==> config.mk <==
export PLATFORM = sky130hd
export DESIGN_NAME = jzjpcc_scoreboard_hazard_unit
export DESIGN_NICKNAME = d
export VERILOG_FILES = /design/src/rtl/jzjpcc_scoreboard_hazard_unit.sv
export SDC_FILE = /design/constraint.sdc
export NUM_CORES = 1
export LEC_CHECK = 0
export ABC_AREA = 0
export BUFFER_PORTS_ARGS = -buffer_cell sky130_fd_sc_hd__buf_2
export CORE_MARGIN = 2
export CORE_UTILIZATION = 50
export CTS_CLUSTER_SIZE = 8
export DETAILED_ROUTE_END_ITERATION = 10
export PLACE_DENSITY = 0.88
export SLEW_MARGIN = 0
export SYNTH_ARGS = -nofsm -noshare
export SYNTH_HDL_FRONTEND = slang
export SYNTH_SLANG_ARGS = --single-unit
==> constraint.sdc <==
create_clock -name clock -period 6.3 [get_ports clock]
set_clock_uncertainty 0.05 [all_clocks]
set_input_delay 0.945 -clock clock [delete_from_list [all_inputs] [get_ports clock]]
set_output_delay 0.945 -clock clock [all_outputs]
set_load 0.02 [all_outputs]
==> src/rtl/jzjpcc_scoreboard_hazard_unit.sv <==
// Hazard unit for the jzjpcc pipeline: execute-stage bypass, load-use and scoreboard stalls, branch flush.
// Optional performance counters are enabled with JZJPCC_HAZARD_PERF_EN.
module jzjpcc_scoreboard_hazard_unit #(
  parameter int XLEN                = 32,
  parameter int NUM_SRC             = 2,
  parameter int BRANCH_FLUSH_CYCLES = 1
) (
  input  logic                    clock,
  input  logic                    reset,
  input  logic [5*NUM_SRC-1:0]    rsAddr_decode,
  input  logic [5*NUM_SRC-1:0]    rsAddr_execute,
  input  logic [4:0]              rdAddr_decode,
  input  logic                    rdWriteEnable_decode,
  input  logic [4:0]              rdAddr_execute,
  input  logic                    rdWriteEnable_execute,
  input  logic                    memRead_execute,
  input  logic                    mcIssue_execute,
  input  logic                    mcComplete,
  input  logic [4:0]              mcRdAddr,
  input  logic [4:0]              rdAddr_memory,
  input  logic                    rdWriteEnable_memory,
  input  logic [XLEN-1:0]         aluResult_memory,
  input  logic [4:0]              rdAddr_writeback,
  input  logic                    rdWriteEnable_writeback,
  input  logic [XLEN-1:0]         rd_writebackEnd,
  input  logic                    branchTaken_execute,
  output logic                    stall_fetch,
  output logic                    stall_decode,
  output logic                    flush_decode,
  output logic                    flush_execute,
  output logic [NUM_SRC-1:0]      bypass_execute,
  output logic [XLEN*NUM_SRC-1:0] bypassValue_execute,
  output logic [31:0]             pending
`ifdef JZJPCC_HAZARD_PERF_EN
  ,
  output logic [31:0]             stallCycles,
  output logic [31:0]             flushEvents
`endif
);

  localparam logic [3:0] FLUSH_RELOAD = 4'(BRANCH_FLUSH_CYCLES - 1);

  logic [31:0] pending_q;
  logic [31:0] mc_clr_mask;
  logic [31:0] mc_set_mask;
  logic [31:0] pend_eff;
  logic [3:0]  flush_cnt_q;
  logic        flush_active;
  logic        load_use;
  logic        sb_stall;

  // Completion releases its register combinationally; the register file is write-first.
  assign mc_clr_mask = mcComplete ? (32'd1 << mcRdAddr) : 32'd0;
  assign mc_set_mask = (mcIssue_execute && rdAddr_execute != 5'd0) ? (32'd1 << rdAddr_execute) : 32'd0;
  assign pend_eff    = pending_q & ~mc_clr_mask;
  assign pending     = pending_q;

  assign flush_active = branchTaken_execute | (flush_cnt_q != 4'd0);

  always_comb begin
    bypass_execute      = '0;
    bypassValue_execute = '0;
    if (!reset) begin
      for (int i = 0; i < NUM_SRC; i++) begin
        if (rsAddr_execute[5*i +: 5] != 5'd0 && rdWriteEnable_memory &&
            rsAddr_execute[5*i +: 5] == rdAddr_memory) begin
          bypass_execute[i]                   = 1'b1;
          bypassValue_execute[XLEN*i +: XLEN] = aluResult_memory;
        end else if (rsAddr_execute[5*i +: 5] != 5'd0 && rdWriteEnable_writeback &&
                     rsAddr_execute[5*i +: 5] == rdAddr_writeback) begin
          bypass_execute[i]                   = 1'b1;
          bypassValue_execute[XLEN*i +: XLEN] = rd_writebackEnd;
        end
      end
    end
  end

  always_comb begin
    load_use = 1'b0;
    sb_stall = rdWriteEnable_decode & pend_eff[rdAddr_decode];
    for (int i = 0; i < NUM_SRC; i++) begin
      if (memRead_execute && rdWriteEnable_execute && rdAddr_execute != 5'd0 &&
          rsAddr_decode[5*i +: 5] == rdAddr_execute)
        load_use = 1'b1;
      if (rsAddr_decode[5*i +: 5] != 5'd0 && pend_eff[rsAddr_decode[5*i +: 5]])
        sb_stall = 1'b1;
    end
  end

  // While reset is held the pipeline is bubbled rather than stalled.
  always_comb begin
    stall_fetch   = 1'b0;
    stall_decode  = 1'b0;
    flush_decode  = 1'b0;
    flush_execute = 1'b0;
    if (reset || flush_active) begin
      flush_decode  = 1'b1;
      flush_execute = 1'b1;
    end else if (load_use || sb_stall) begin
      stall_fetch   = 1'b1;
      stall_decode  = 1'b1;
      flush_execute = 1'b1;
    end
  end

  always_ff @(posedge clock or posedge reset) begin
    if (reset) begin
      pending_q   <= 32'd0;
      flush_cnt_q <= 4'd0;
    end else begin
      pending_q <= ((pending_q & ~mc_clr_mask) | mc_set_mask) & ~32'd1;
      if (branchTaken_execute)
        flush_cnt_q <= FLUSH_RELOAD;
      else if (flush_cnt_q != 4'd0)
        flush_cnt_q <= flush_cnt_q - 4'd1;
    end
  end

`ifdef JZJPCC_HAZARD_PERF_EN
  logic [31:0] stall_cycles_q;
  logic [31:0] flush_events_q;

  assign stallCycles = stall_cycles_q;
  assign flushEvents = flush_events_q;

  always_ff @(posedge clock or posedge reset) begin
    if (reset) begin
      stall_cycles_q <= 32'd0;
      flush_events_q <= 32'd0;
    end else begin
      if (stall_decode && stall_cycles_q != 32'hFFFF_FFFF)
        stall_cycles_q <= stall_cycles_q + 32'd1;
      if (branchTaken_execute && flush_events_q != 32'hFFFF_FFFF)
        flush_events_q <= flush_events_q + 32'd1;
    end
  end
`endif

endmodule

==> results.sh <==
export IMPL_outcome="finished clean"
export IMPL_clk_latency_ns=0.30
export IMPL_setup_ws_ns=1.518
export IMPL_dp_cells=778
export IMPL_drive_above_1_share=0.3763
export IMPL_synth_area_leaders="dfrtp_1 22%, mux2i_1 18%, nor2_1 7.6%"
export IMPL_holdPathEnd="flush_cnt_q[2]"
export IMPL_finalNonFillerCells=786
export IMPL_peakVddDrop_mv=0.1010
export IMPL_worst_pin_slew_ns=1.364
export IMPL_finalHoldViolations=0
export IMPL_wirelength_um=17270
export IMPL_synth_distinct_cells=60
export IMPL_path_cells="buf_2 > or4_1 > nor2_1 > nor4_4 > buf_4 > o21ai_2 > inv_1 > buf_2"
export IMPL_ys_seq_elements=35
export IMPL_drc=0
export IMPL_clkTransAtPathRegs_ns=0.08
export IMPL_crit_path_start_kind="input port"
export IMPL_fp_dieH_um=93.95
export IMPL_swShare=0.4440
export IMPL_start_util=0.5208
export IMPL_max_stage_delay_ns=1.11
export IMPL_num_vias=4890
export IMPL_slew_violations=0
export IMPL_port_buffers=219
export IMPL_cp_max_fo=33
export IMPL_ant_nets=0
export IMPL_cp_slowest_cell="o21ai_2"
export IMPL_postCtsSetupRepairBufs=0
export IMPL_finalCritPeriodShare=0.7591
export IMPL_postSynthCellCount=493
export IMPL_grt_max_degree=38
export IMPL_rows=32
export IMPL_crit_arrival_ns=3.79
export IMPL_async_flop_share=1.000
export IMPL_critPathRequiredTime_ns=5.30
export IMPL_antenna_found_initial=1
export IMPL_drtIter0Drc=470
export IMPL_worstHoldStart="flush_cnt_q[2]"
export IMPL_p_int_uw=566.1
export IMPL_ios=221
export IMPL_r2r_end="flush_cnt_q[1]"
export IMPL_worstSetupPathType="in2out"
export IMPL_place_hpwl_um=13550
export IMPL_p_sw_uw=452.0
export IMPL_maxClockFrequency_ghz=0.2091
export IMPL_hold_slack_ns=0.5281
export IMPL_cellLeakagePower_uw=0.002319
export IMPL_power_frac_clock=0.169
export IMPL_yosysTopAreaCell="dfrtp_1"
export IMPL_p_total_uw=1018
export IMPL_finalCriticalPeriod_ns=4.782
export IMPL_cts_hold_buf=0
export IMPL_grt_pass1_wl_um=25940
export IMPL_syn_nets=613
export IMPL_p_seq_frac=0.322
export IMPL_nNetsFinal=803
export IMPL_cts_max_path_buffers=2
export IMPL_nFillCells=650
export IMPL_syn_to_final_growth_pct=28.98
export IMPL_post_drt_via_cell_ratio=6.221
export IMPL_cts_root_buf="clkbuf_8"
export IMPL_cap_violations=0
export IMPL_place_congestion=1.025
export IMPL_post_place_ws_ns=1.603
export IMPL_setup_tns_ns=0
export IMPL_cts_tree="built"
export IMPL_grt_total_usage=0.3902
export IMPL_min_path_type="reg2reg"
export IMPL_rrSetupSlack_ns=4.98
export IMPL_p_per_area_nw_per_um2=195.1
export IMPL_cts_htree_levels=2
export IMPL_synth_area_um2=4045
export IMPL_mostFrequentLayoutCell="buf_2"
export IMPL_cts_resized=0
export IMPL_crit_top_cell="buf_2"
export IMPL_grt_overflow_total=0
export IMPL_dieArea_um2=8826
export IMPL_wire_per_inst_um=21.97
export IMPL_setup_viol=0
export IMPL_slew_headroom=0.09071
export IMPL_syn_area_per_cell_um2=8.205
export IMPL_yosysWarnings=0
export IMPL_cts_inserted_buffers=5
export IMPL_core_region_area_um2=7767
export IMPL_synth_seq_area_share=0.2165
export IMPL_ys_flop_type="dfrtp_1"
export IMPL_cts_sinks=35
export IMPL_die_w_um=93.95
export IMPL_whs_path_depth=2
export IMPL_power_share_combinational=0.510
export IMPL_grt_pass1_vias=4812
export IMPL_rsz0062_at_grt="false"
export IMPL_mostFrequentLayoutCells="219 x buf_2, 82 x nor2_1, 74 x mux2i_1, 56 x o21ai_0, 35 x dfrtp_1"
export IMPL_cp_end_kind="output port"
export IMPL_synth_edf_count=0
export IMPL_synth_top_area_share=0.2165
export IMPL_dr_pass1_iters=5
export IMPL_r2r_start="flush_cnt_q[0]"
export IMPL_reg2regPathDepth=5
[power groups by stage]
stage          registers [uW]  clock network (uW)  logic [uW]
3_3_place_gp              324                   0         497
2_1_floorplan             376                   0         265
3_5_place_dp              328                   0         509
6_report                  328                 172         519
5_1_grt                   331                 181         556
4_1_cts                   324                 172         511
[routing by layer]
| layer | global-route usage | up-vias | share of wire |
|---|---|---|---|
| met5 | 0 | - | 0 |
| met4 | 0.1618 | 0 | 0.037 |
| met3 | 0.1075 | 52 | 0.11 |
| met2 | 0.6220 | 318 | 0.47 |
| met1 | 0.4982 | 2336 | 0.39 |
| li1 | - | 2184 | - |
[final cells by class]
class	instances	area, um2	area share
timing repair buffer	222	1119	0.2144
multi-input combinational	411	2975	0.5703
antenna	1	2.502	0.0004796
sequential	35	875.8	0.1679
inverter	8	30.03	0.005755
clock buffer	6	82.58	0.01583
tap	102	127.6	0.02446
clock inverter	1	5.005	0.0009592
[worst max-delay path, delay by kind of cell]
kind            cells  cell delay [ns]
buf+inv             4             0.87
compound gates      1             1.11
simple gates        3             0.84
[synth_stat cells, types with 4 or more instances]
cell type	number
a211oi_1	4
a21oi_1	5
buf_2	10
clkbuf_1	21
dfrtp_1	35
inv_1	8
mux2i_1	74
mux4_2	9
nand2_1	14
nand2b_1	8
nand3_1	8
nand3b_1	12
nand4_1	7
nand4b_1	4
nor2_1	82
nor2b_1	7
nor3_1	6
nor3b_1	5
o211ai_1	11
o21ai_0	56
o21ai_1	9
or3_1	5
xnor2_1	19
xor2_1	13
[how the worst max path moves through the flow]
stage / startpoint / to / depth (start not counted)
after floorplan: mcComplete / stall_fetch / 9
after CTS: rsAddr_execute[3] / bypass_execute[0] / 8
after detailed placement: rsAddr_execute[3] / bypass_execute[0] / 8
final: rsAddr_execute[3] / bypass_execute[0] / 8
after global placement: rsAddr_execute[3] / bypass_execute[0] / 8
after global routing: rsAddr_execute[3] / bypass_execute[0] / 8
[registers in the layout, indices dropped and copies added, names as in the netlist]
register,cells
pending,31
flush_cnt_q,4
[through the flow]
| step | area, um2 | utilization |
|---|---|---|
| final | 5218 | 0.6717 |
| after global routing | 5218 | 0.6717 |
| after CTS | 5215 | 0.6714 |
| after detailed placement | 5127 | 0.6601 |
| after global placement | 5127 | 0.6601 |
| after floorplan | 4045 | - |
[cell families (layout without fill, tap and decap cells)]
kind of cell             after synthesis  count (layout)  share of synthesized area
adder cells (fa/ha/maj)                1               1                   0.003093
buffers and inverters                 47             237                    0.05413
flip-flops                            35              35                     0.2165
AO/OA/AOI/OAI                        109             109                     0.1652
AND/OR/NAND/NOR                      181             181                     0.2428
XOR/XNOR                              32              32                    0.06929
other                                  1               2                  0.0009270
multiplexers                          87              87                     0.2481
Power figures use the tool's default switching activity.
